[src/rtl/conv_encoder_framed.sv]
// Rate-1/2 framed convolutional encoder. Each frame can be followed by K-1 zero tail
// symbols, and a single output register carries downstream backpressure.
module conv_encoder_framed #(
  parameter int           K       = 3,
  parameter logic [K-1:0] G0      = 3'b111,
  parameter logic [K-1:0] G1      = 3'b101,
  parameter bit           TAIL_EN = 1'b1
) (
  input  logic       i_clk,
  input  logic       i_rst,
  input  logic       i_valid,
  output logic       o_ready,
  input  logic       i_data,
  input  logic       i_last,
  output logic       o_valid,
  input  logic       i_ready,
  output logic [1:0] o_data,
  output logic       o_last,
  output logic       o_busy
);

  localparam int SW = K - 1;
  localparam int CW = (K > 2) ? $clog2(K - 1) : 1;

  typedef enum logic {S_DATA, S_TAIL} state_t;

  state_t        state_q, state_d;
  logic [SW-1:0] sr_q, sr_d;
  logic [CW-1:0] cnt_q, cnt_d;
  logic          valid_q, valid_d;
  logic [1:0]    data_q, data_d;
  logic          last_q, last_d;

  logic          slot_free, accept, tail_go, u;
  logic [K-1:0]  word;

  always_comb begin
    slot_free = !valid_q || i_ready;
    o_ready   = (state_q == S_DATA) && slot_free && !i_rst;
    accept    = i_valid && o_ready;
    tail_go   = (state_q == S_TAIL) && slot_free;
    // The tail feeds zeros; the MSB of word is the current bit, the LSB the oldest.
    u         = accept && i_data;
    word      = {u, sr_q};

    state_d = state_q;
    sr_d    = sr_q;
    cnt_d   = cnt_q;
    valid_d = valid_q && !i_ready;
    data_d  = data_q;
    last_d  = last_q;

    if (accept || tail_go) begin
      valid_d = 1'b1;
      data_d  = {^(word & G0), ^(word & G1)};
      sr_d    = word[K-1:1];
      last_d  = 1'b0;
    end

    if (accept && i_last) begin
      if (TAIL_EN) begin
        state_d = S_TAIL;
        cnt_d   = '0;
      end else begin
        last_d = 1'b1;
        sr_d   = '0;
      end
    end

    if (tail_go) begin
      cnt_d = cnt_q + 1'b1;
      if (cnt_q == CW'(K - 2)) begin
        last_d  = 1'b1;
        state_d = S_DATA;
        cnt_d   = '0;
      end
    end
  end

  always_ff @(posedge i_clk) begin
    if (i_rst) begin
      state_q <= S_DATA;
      sr_q    <= '0;
      cnt_q   <= '0;
      valid_q <= 1'b0;
      data_q  <= 2'b00;
      last_q  <= 1'b0;
    end else begin
      state_q <= state_d;
      sr_q    <= sr_d;
      cnt_q   <= cnt_d;
      valid_q <= valid_d;
      data_q  <= data_d;
      last_q  <= last_d;
    end
  end

  assign o_valid = valid_q;
  assign o_data  = data_q;
  assign o_last  = last_q;
  assign o_busy  = (state_q == S_TAIL) || valid_q;

endmodule

[config.mk]
export PLATFORM = sky130hd
export DESIGN_NAME = conv_encoder_framed
export DESIGN_NICKNAME = d
export VERILOG_FILES = /design/src/rtl/conv_encoder_framed.sv
export SDC_FILE = /design/constraint.sdc
export NUM_CORES = 1
export LEC_CHECK = 0
export ABC_CLOCK_PERIOD_IN_PS = 1100
export CORE_MARGIN = 4
export CORE_UTILIZATION = 25
export DETAILED_ROUTE_END_ITERATION = 8
export PLACE_DENSITY = 0.57
export SETUP_SLACK_MARGIN = 0.1
export SLEW_MARGIN = 10
export SYNTH_ARGS = -nofsm -noshare
export SYNTH_HDL_FRONTEND = slang
export SYNTH_SLANG_ARGS = --single-unit
[constraint.sdc]
create_clock -name i_clk -period 1.1 [get_ports i_clk]
set_input_delay 0.22 -clock i_clk [delete_from_list [all_inputs] [get_ports i_clk]]
set_output_delay 0.22 -clock i_clk [all_outputs]
set_load 0.05 [all_outputs]
==> metrics.txt <==
Slew headroom=around 84%; core footprint=~1400 um2; RD Place Congestion=0.768; initial DRC count=5; Unique masters post-synth=23; Max-Cap Viols=0; area delta synth->final=104%; clock sinks=8; CP max FO=4; Ys Warns=0; Sequential Area=174 um2; DRT Wirelength=1030 um; RSZ-0062 raised after global routing=yes; clock root cell=clkbuf_4; IO buf count=11; crit end category=output port; Lkg Pwr=around 0.32 nW; antenna violations before repair=0; sequential share of power=roughly 36%; number of nets in the layout=80; syn nets=53; vias=~410; Die Height=47.5 um; pwr dens=1150 nW/um2; Synth area leaders=dfxtp_1, a21oi_1, nor2_1, a32oi_1, xnor2_1; Slew @ Worst Pin=237 ps; maximum clock insertion buffer count=2; # rows=13; fin crit period=1310 ps; HP Class=in -> reg; first-pass GRT wire length=1680 um; commonest non-fill, non-tap cell in the layout=buf_4; synthesized area=390 um2; layout cells sized above 1=a little under three fifths; drt drc=0; DPL Wire Length=730 um; Setup WS pre-CTS=-555 ps; Synth area leader=dfxtp_1; Detailed Routing Iterations Pass 1=3; Final Setup Violations=4; hold_sp=i_rst; Placed Cells=80; Clk pin slew, worst setup/hold paths=60 ps; Detail Route Antenna Nets=0; post-synthesis sequential area ratio=around 40%; Max Transition Viols Final=0; P_int=0.622 mW; Initial Utilization=28.2%; Final Hold Slack=approximately 420 ps; CP Launch Type=flip-flop; VDD IR-drop max=0.507 mV; Crit Path Category=reg -> out; Clock power frac=27.5%; Reg-to-Reg Start=state_q$_SDFF_PP0_; Net Sw Frac=31.9%; Fmax achieved=approximately 760 MHz; R2R depth=5; most frequent cells in the layout=buf_4, nor2_1, buf_12, buf_6, a21oi_1; Num CTS Buffers=3; Die Wd=47.5 um; FILL cells=110; overall die area=around 2300 um2; vias in the first global route=about 400; vias per cell=around 4.6; violated checks=setup timing; GR Overflow Total=0; outcome=complete, but fails checks; Yosys reg bits=8; hold path depth=3; Sw Pwr=0.292 mW; Critical Path RT=between 800 and 900 ps; final non-filler cell total=just under 90; Hold Path End=state_q$_SDFF_PP0_; Global Route Usage Sum=11.1%; routed length per instance=roughly 12 um; num ports=12; final core utilization=around 57%; Reg2Reg Setup Slack=-30 ps; largest net degree at the start of global routing=7; CP Data Arrival Time=between 1000 and 1500 ps; cts hold-fix bufs=0; CTS tree=built; Hold Violations, Final=0; Setup WS post-layout=-213 ps; Worst-Skew Late Latency=~260 ps; Yosys top cell area share=41.0%; syn avg cell area=8.31 um2; Post-Synthesis Cells=between 40 and 50; Clock Skews=8.78 ps; # diodes=0; Final Cell Area=~800 um2; Area after DPL=around 680 um2; area occupied by multi-input gates=278 um2; H-tree depth=1; reg2reg end=o_data[0]$_SDFFE_PP0P_; final worst path period share=119%; Combinational Power Share=36.6%
==> power by group through the flow <==
stage / Combinational (mW) / Clock, mW / Sequential [mW]
floorplan: 0.133 / 0 / 0.357
global placement: 0.294 / 0 / 0.334
detailed placement: 0.298 / 0 / 0.334
CTS: 0.324 / 0.252 / 0.329
global route: 0.353 / 0.276 / 0.330
finish: 0.334 / 0.251 / 0.328
==> timing repair <==
action                                  4_1_cts  5_1_grt
gates resized for setup                      18        6
setup buffers                                 3        1
endpoints found under the setup margin       14       10
pin swaps                                     6        4
endpoints found under the hold margin         0        0
==> routing by layer <==
metal / wire, um / vias up / track usage, %
met2: 470 / 10 / 16.8
met4: 9 / 0 / 6.63
met1: 494 / 181 / 12.8
li1: - / 216 / -
met3: 55 / 2 / 4.89
met5: 0 / - / 0
==> through the flow <==
step                      setup TNS, ps  total power, mW
after floorplan                    -121            0.490
after global placement            -3810            0.627
after detailed placement          -4180            0.632
after CTS                          -488            0.905
after global routing               -696            0.959
final                              -488            0.913
==> synthesized netlist by cell type <==
| master | count |
|---|---|
| xnor2_1 | 2 |
| clkbuf_1 | 1 |
| nand2_1 | 4 |
| nor3_1 | 2 |
| a21oi_1 | 6 |
| or2_2 | 1 |
| dfxtp_1 | 8 |
| nor2b_2 | 1 |
| nand2b_1 | 1 |
| buf_4 | 1 |
| a211oi_2 | 1 |
| o21a_1 | 1 |
| buf_2 | 1 |
| and3_4 | 1 |
| and4_1 | 1 |
| inv_1 | 1 |
| nor2b_1 | 1 |
| o21ai_0 | 1 |
| and3b_1 | 1 |
| a31oi_1 | 1 |
| a32oi_1 | 2 |
| o21ai_1 | 2 |
| nor2_1 | 6 |
==> worst max-delay path by stage <==
stage	from	endpoint	cells after the start
after global routing	state_q$_SDFF_PP0_	o_ready	3
after detailed placement	i_ready	state_q$_SDFF_PP0_	6
after floorplan	o_valid$_SDFF_PP0_	o_ready	2
after global placement	i_ready	o_data[0]$_SDFFE_PP0P_	5
after CTS	state_q$_SDFF_PP0_	o_ready	3
final	o_valid$_SDFF_PP0_	o_busy	2
==> cells by family after synthesis <==
kind of cell,Yosys count,share of synthesized area (%)
AOI/OAI and AO/OA,14,22.8
xor gates and xnor gates,2,4.49
buffers and inverters,4,5.13
DFF,8,41.0
and+or+nand+nor,19,26.6
==> registers in the layout (all words and copies together) (netlist names) <==
register	cells
o_valid	1
cnt_q	1
state_q	1
o_last	1
sr_q	2
o_data	2
==> critical path, cell delays in order, from the launching register on <==
cell,delay [ps]
dfxtp_4,360
or2_2,320
buf_12,150
==> final cells by class <==
cell class,instances,share of cell area (%)
Timing Repair Buffer,25,37.0
Multi-Input combinational cell,35,35.0
Sequential cell,8,21.9
Clock buffer,4,3.31
Tap cell,15,2.36
Inverter,1,0.472
Note: power is estimated with default switching activity, not from simulation.
